`config.mk`:
```
export PLATFORM = sky130hd
export DESIGN_NAME = bias_shift_pipe
export DESIGN_NICKNAME = d
export VERILOG_FILES = /design/src/rtl/bias_shift_pipe_pkg.sv /design/src/rtl/bias_shift_pipe_lane_shift_round.sv /design/src/rtl/bias_shift_pipe.sv
export SDC_FILE = /design/constraint.sdc
export NUM_CORES = 2
export LEC_CHECK = 0
export CAP_MARGIN = 20
export CORE_MARGIN = 4
export CORE_UTILIZATION = 35
export DETAILED_ROUTE_END_ITERATION = 7
export GPL_ROUTABILITY_DRIVEN = 0
export PLACE_DENSITY = 0.52
export SETUP_SLACK_MARGIN = 0.05
export SLEW_MARGIN = 10
export SYNTH_ARGS = -nofsm -noshare
export SYNTH_HDL_FRONTEND = slang
export SYNTH_HIERARCHICAL = 1
export SYNTH_SLANG_ARGS = --single-unit
```
`constraint.sdc`:
```
create_clock -name clk -period 2.5 [get_ports clk]
set_input_delay 0.25 -clock clk [delete_from_list [all_inputs] [get_ports clk]]
set_output_delay 0.25 -clock clk [all_outputs]
set_load 0.02 [all_outputs]
```
`src/rtl/bias_shift_pipe_pkg.sv`:
```
// Shared constants for the bias/shift requantiser: default geometry and the legal shift window.
package bias_shift_pipe_pkg;

    localparam int DEF_NUM_LANES = 4;
    localparam int DEF_DATA_BITS = 48;
    localparam int DEF_OUT_BITS  = 16;
    localparam int DEF_SHIFT_W   = 5;
    localparam int DEF_MIN_SHIFT = 5;
    localparam int DEF_MAX_SHIFT = 25;

endpackage

```
`src/rtl/bias_shift_pipe_lane_shift_round.sv`:
```
// One lane of the shift stage: sign-extend by one bit, optionally add the half-LSB bias,
// then arithmetic shift right so truncation behaves as floor for negative words.
module lane_shift_round
    import bias_shift_pipe_pkg::*;
#(
    parameter int DATA_BITS = DEF_DATA_BITS,
    parameter int SHIFT_W   = DEF_SHIFT_W
) (
    input  logic signed [DATA_BITS-1:0] x,
    input  logic        [SHIFT_W-1:0]   n_shift,
    input  logic                        rnd_en,
    output logic signed [DATA_BITS:0]   y
);

    logic signed [DATA_BITS:0] xe;
    logic signed [DATA_BITS:0] bias;

    // The extra headroom bit keeps x + bias from wrapping at the top of the input range.
    always_comb begin
        xe   = {x[DATA_BITS-1], x};
        bias = '0;
        if (rnd_en && (n_shift != '0)) begin
            bias = (DATA_BITS+1)'(1) << (n_shift - SHIFT_W'(1));
        end
        y = (xe + bias) >>> n_shift;
    end

endmodule

```
`src/rtl/bias_shift_pipe.sv`:
```
// Multi-lane requantiser: S1 shifts/rounds each lane, S2 saturates into the output registers.
// Both stages advance with a valid/ready handshake and no skid buffer.
module bias_shift_pipe
    import bias_shift_pipe_pkg::*;
#(
    parameter int NUM_LANES = DEF_NUM_LANES,
    parameter int DATA_BITS = DEF_DATA_BITS,
    parameter int OUT_BITS  = DEF_OUT_BITS,
    parameter int SHIFT_W   = DEF_SHIFT_W,
    parameter int MIN_SHIFT = DEF_MIN_SHIFT,
    parameter int MAX_SHIFT = DEF_MAX_SHIFT
) (
    input  logic                           clk,
    input  logic                           rstn,
    input  logic                           in_valid,
    output logic                           in_ready,
    input  logic [NUM_LANES*DATA_BITS-1:0] d_in,
    input  logic [SHIFT_W-1:0]             n_shift,
    input  logic                           rnd_en,
    output logic                           out_valid,
    input  logic                           out_ready,
    output logic [NUM_LANES*OUT_BITS-1:0]  d_out,
    output logic [NUM_LANES-1:0]           sat_flag,
    input  logic                           err_clr,
    output logic                           err_shift
);

    localparam logic signed [DATA_BITS:0] SAT_MAX =
        {{(DATA_BITS-OUT_BITS+2){1'b0}}, {(OUT_BITS-1){1'b1}}};
    localparam logic signed [DATA_BITS:0] SAT_MIN =
        {{(DATA_BITS-OUT_BITS+2){1'b1}}, {(OUT_BITS-1){1'b0}}};

    logic s1_valid, s1_illegal, s2_valid;
    logic s1_load, s2_load, accept, illegal_in;
    logic [NUM_LANES-1:0][DATA_BITS:0]  lane_y;
    logic [NUM_LANES-1:0][DATA_BITS:0]  s1_y;
    logic [NUM_LANES-1:0][OUT_BITS-1:0] sat_val;
    logic [NUM_LANES-1:0][OUT_BITS-1:0] s2_data;
    logic [NUM_LANES-1:0]               sat_hit;

    for (genvar i = 0; i < NUM_LANES; i++) begin : g_lane
        lane_shift_round #(
            .DATA_BITS(DATA_BITS),
            .SHIFT_W  (SHIFT_W)
        ) u_lane (
            .x      (d_in[i*DATA_BITS +: DATA_BITS]),
            .n_shift(n_shift),
            .rnd_en (rnd_en),
            .y      (lane_y[i])
        );
    end

    assign s2_load    = !s2_valid || out_ready;
    assign s1_load    = !s1_valid || s2_load;
    assign in_ready   = s1_load;
    assign accept     = in_valid && in_ready;
    assign illegal_in = (n_shift < SHIFT_W'(MIN_SHIFT)) || (n_shift > SHIFT_W'(MAX_SHIFT));
    assign out_valid  = s2_valid;
    assign d_out      = s2_data;

    // An illegal shift forces the whole beat to zero with no saturation reported.
    always_comb begin
        sat_val = '0;
        sat_hit = '0;
        for (int i = 0; i < NUM_LANES; i++) begin
            if (!s1_illegal) begin
                if ($signed(s1_y[i]) > SAT_MAX) begin
                    sat_val[i] = SAT_MAX[OUT_BITS-1:0];
                    sat_hit[i] = 1'b1;
                end else if ($signed(s1_y[i]) < SAT_MIN) begin
                    sat_val[i] = SAT_MIN[OUT_BITS-1:0];
                    sat_hit[i] = 1'b1;
                end else begin
                    sat_val[i] = s1_y[i][OUT_BITS-1:0];
                end
            end
        end
    end

    always_ff @(posedge clk or negedge rstn) begin
        if (!rstn) begin
            s1_valid   <= 1'b0;
            s1_illegal <= 1'b0;
            s1_y       <= '0;
            s2_valid   <= 1'b0;
            s2_data    <= '0;
            sat_flag   <= '0;
        end else begin
            if (s1_load) begin
                s1_valid <= in_valid;
                if (in_valid) begin
                    s1_y       <= lane_y;
                    s1_illegal <= illegal_in;
                end
            end
            if (s2_load) begin
                s2_valid <= s1_valid;
                if (s1_valid) begin
                    s2_data  <= sat_val;
                    sat_flag <= sat_hit;
                end
            end
        end
    end

    // Setting on an illegal accept takes priority over a simultaneous clear.
    always_ff @(posedge clk or negedge rstn) begin
        if (!rstn) begin
            err_shift <= 1'b0;
        end else if (accept && illegal_in) begin
            err_shift <= 1'b1;
        end else if (err_clr) begin
            err_shift <= 1'b0;
        end
    end

endmodule
```
==> reports/metrics.cfg <==
[timing]
maxSlewViolCount=0
whs_ns=0.261
tightest_slew_ns=1.08
rsz0062_at_grt=true
layout_min_cycle_time_ns=4.01
finalSetupViolations=196
fin_skew_ns=0.0255
fmax_mhz=249
final_hold_viol_count=0
setup_ws_ns=-1.51
relSlewSlack_pct=27.6
fin_crit_sh_pct=161

[clock_network]
cts_tree=yes
clk_transition_reported_paths_ns=0.06
clock_sinks=268
clock_latency_ns=0.58
numCtsBuffers=30
htree_levels=1
cts_root_buf=clkbuf_16
clk_path_buf_depth=3

[routing]
dr.pass1.iters=6
post_drt_wl_per_cell_um=21.6
drc=0
viasPerCell=5.85
drtIter0Drc=3956
wl_um=171000
antenna_left=0
num_vias=46300

[synthesis]
async_flop_share_pct=100
yosys_warnings=6
synth.most_common_cell=nand2_1
synth.top_cells.by_count=nand2_1, nor2_1, a21oi_1, dfrtp_1, mux2_2
yosys.area.top_type=dfrtp_1
syn-cell-area_um2=37700
synth_top_cell_area_share_pct=17.8
netlist_instances=4876
ys_ff_latch=268
syn_area_per_cell_um2=7.73
yosys-top-cells-area=dfrtp_1, mux2_2, mux2i_1
synth_nets=5211
synth_edf_count=0
ys.flop_type=dfrtp_1
ys_types=106
ys_seq_area_share_pct=17.8

[hold_path]
hold_class=in2async

[run_status]
status=finished with violations
violations=negative setup slack

[setup_path]
critPathKind=in2reg
r2r_end=d_out[60]$_DFFE_PN0P_
arrival_ns=4.46
rr_startpoint=s1_y[169]$_DFFE_PN0P_
slowest_stage=mux4_2
crit_path_end_kind=flop
worstPathRequired_ns=2.94
worstRegToRegCells=6
startpoint=n_shift[3]
crit_chain=clkbuf_16, buf_12, nor2_4, nand3_4, nor2_4, ha_4, buf_6, a21oi_4, o21ai_2, a221o_1, o21a_2, nor3_4, xnor2_2, mux4_2, mux4_2, mux2_4, mux2_4
critPathMaxStageDelay_ns=0.55
crit_fanout=8
critPathLaunchType=input pin
r2r_setup_slack_ns=0.38

[global_routing]
grt_max_degree=68
first_global_vias=44200
grt.overflow.total=0
track_usage_pct=28.3
grt_pass1_wl_um=257000
antenna_found_initial=3

[finish]
drive_above_1_share_pct=46.7
area_growth_pct=61.7
nets=6812
finish.instance_area_um2=60900
fillCellCount=9788

[die]
dieHeight_um=336
initial_core_util_pct=35.2
die_area_um2=113000
pin_count=274
std_cell_rows=120
coreArea_um2=107000
dieWidth_um=336

[pwr]
clkPwrFrac_pct=21.8
seq_power_share_pct=28.1
worst_ir_drop_vdd_mv=0.496
sw_frac_of_total_pct=38.4
intPower_mw=13.7
powerDensity_nw_per_um2=366
combPwrFrac_pct=50.1
p_switching_mw=8.58
leakage_nw=25.3

[run]
maxCapViolCount=0

[placement]
io_buffers=273
placed_area_um2=53700
dp_hpwl_um=134000

logic make-up (layout without fill, tap and decap cells):
kind of cell / after synthesis / after routing / share of synthesized area, %
XOR/XNOR: 168 / 168 / 3.91
AO/OA/AOI/OAI: 1611 / 1611 / 29.7
other: 4 / 5 / 0.0398
adder cells (fa/ha/maj): 132 / 132 / 4.46
buffers and inverters: 413 / 2038 / 4.59
flip-flops: 268 / 268 / 17.8
AND/OR/NAND/NOR: 1735 / 1735 / 21.8
multiplexers: 545 / 545 / 17.7
layout by cell type (no fill, tap or decap), drive strengths merged, types with 43 or more instances in the layout:
master            n
buf            1649
nand2           553
nor2            493
a21oi           399
o21ai           331
dfrtp           268
clkdlybuf4s50   266
mux2            266
mux2i           208
ha              128
nand4           126
nand3           117
nor3             96
xnor2            91
a21o             85
o21a             84
a211oi           83
o211ai           81
xor2             77
nor4             76
mux4             71
and3             54
inv              50
o31ai            49
a221oi           49
clkbuf           43
final cells by class:
class | count | area [µm²] | share of cell area [%]
clock inverter | 16 | 244 | 0.401
timing repair buffer | 1920 | 15700 | 25.8
sequential | 268 | 6710 | 11.0
tap | 1403 | 1760 | 2.88
inverter | 62 | 307 | 0.503
antenna | 1 | 2.50 | 0.00411
multi-input combinational | 4195 | 35300 | 58.0
clock buffer | 40 | 848 | 1.39
per-layer routing:
layer / vias up / global-route usage, % / routed length, µm
li1: 21800 / - / -
met1: 22500 / 40.7 / 77300
met2: 1727 / 45.3 / 77700
met3: 266 / 3.33 / 11400
met4: 0 / 6.75 / 4750
met5: - / 0 / 0
stage by stage:
| step | setup slack, ns | instances | util (%) | TNS, ns | power [mW] |
|---|---|---|---|---|---|
| CTS | -1.37 | 7804 | 53.4 | -232.93 | 21.6 |
| finish | -1.51 | 7905 | 57.0 | -244.23 | 22.3 |
| global placement | -2.37 | 7681 | 50.2 | -394.49 | 16.2 |
| global route | -1.55 | 7904 | 57.0 | -264.53 | 23.4 |
| floorplan | -1.69 | 4876 | - | -250.82 | 11.5 |
| detailed placement | -2.31 | 7681 | 50.2 | -394.92 | 16.3 |
registers in the layout (all words and copies together) (netlist names):
name / flops
d_out: 64
s1_y: 196
out_valid: 1
err_shift: 1
s1_valid: 1
sat_flag: 4
s1_illegal: 1
worst max path at each step:
stage | end | slack [ns] | depth (start not counted)
3_3_place_gp | s1_y[110]$_DFFE_PN0P_ | -2.37 | 22
2_1_floorplan | s1_y[125]$_DFFE_PN0P_ | -1.69 | 19
6_report | s1_y[173]$_DFFE_PN0P_ | -1.51 | 17
5_1_grt | s1_y[173]$_DFFE_PN0P_ | -1.55 | 20
4_1_cts | s1_y[173]$_DFFE_PN0P_ | -1.37 | 18
3_5_place_dp | s1_y[110]$_DFFE_PN0P_ | -2.31 | 20
critical path, delay by kind of cell:
kind	cells	cell delay [ns]
AO/OA/AOI/OAI	4	1.00
XOR/XNOR	1	0.10
adder cells (fa/ha/maj)	1	0.22
buffers and inverters	3	0.46
multiplexers	4	1.63
AND/OR/NAND/NOR	4	0.76
power by group through the flow:
stage	Sequential, mW	Combinational, mW	Clock, mW
after floorplan	6.26	5.25	0
after global placement	6.28	9.90	0
after detailed placement	6.31	9.98	0
after CTS	6.24	10.4	4.98
after global routing	6.37	11.9	5.16
final	6.27	11.2	4.87
what timing repair did:
action | 4_1_cts | 5_1_grt
hold buffers | 1 | 0
pin swaps | 138 | 227
endpoints found under the setup margin | 196 | 196
gates resized for setup | 353 | 600
cloned | 1 | 1
buffers inserted | 66 | 102
hold endpoints to repair | 59 | 0
Note: power is estimated with default switching activity, not from simulation.
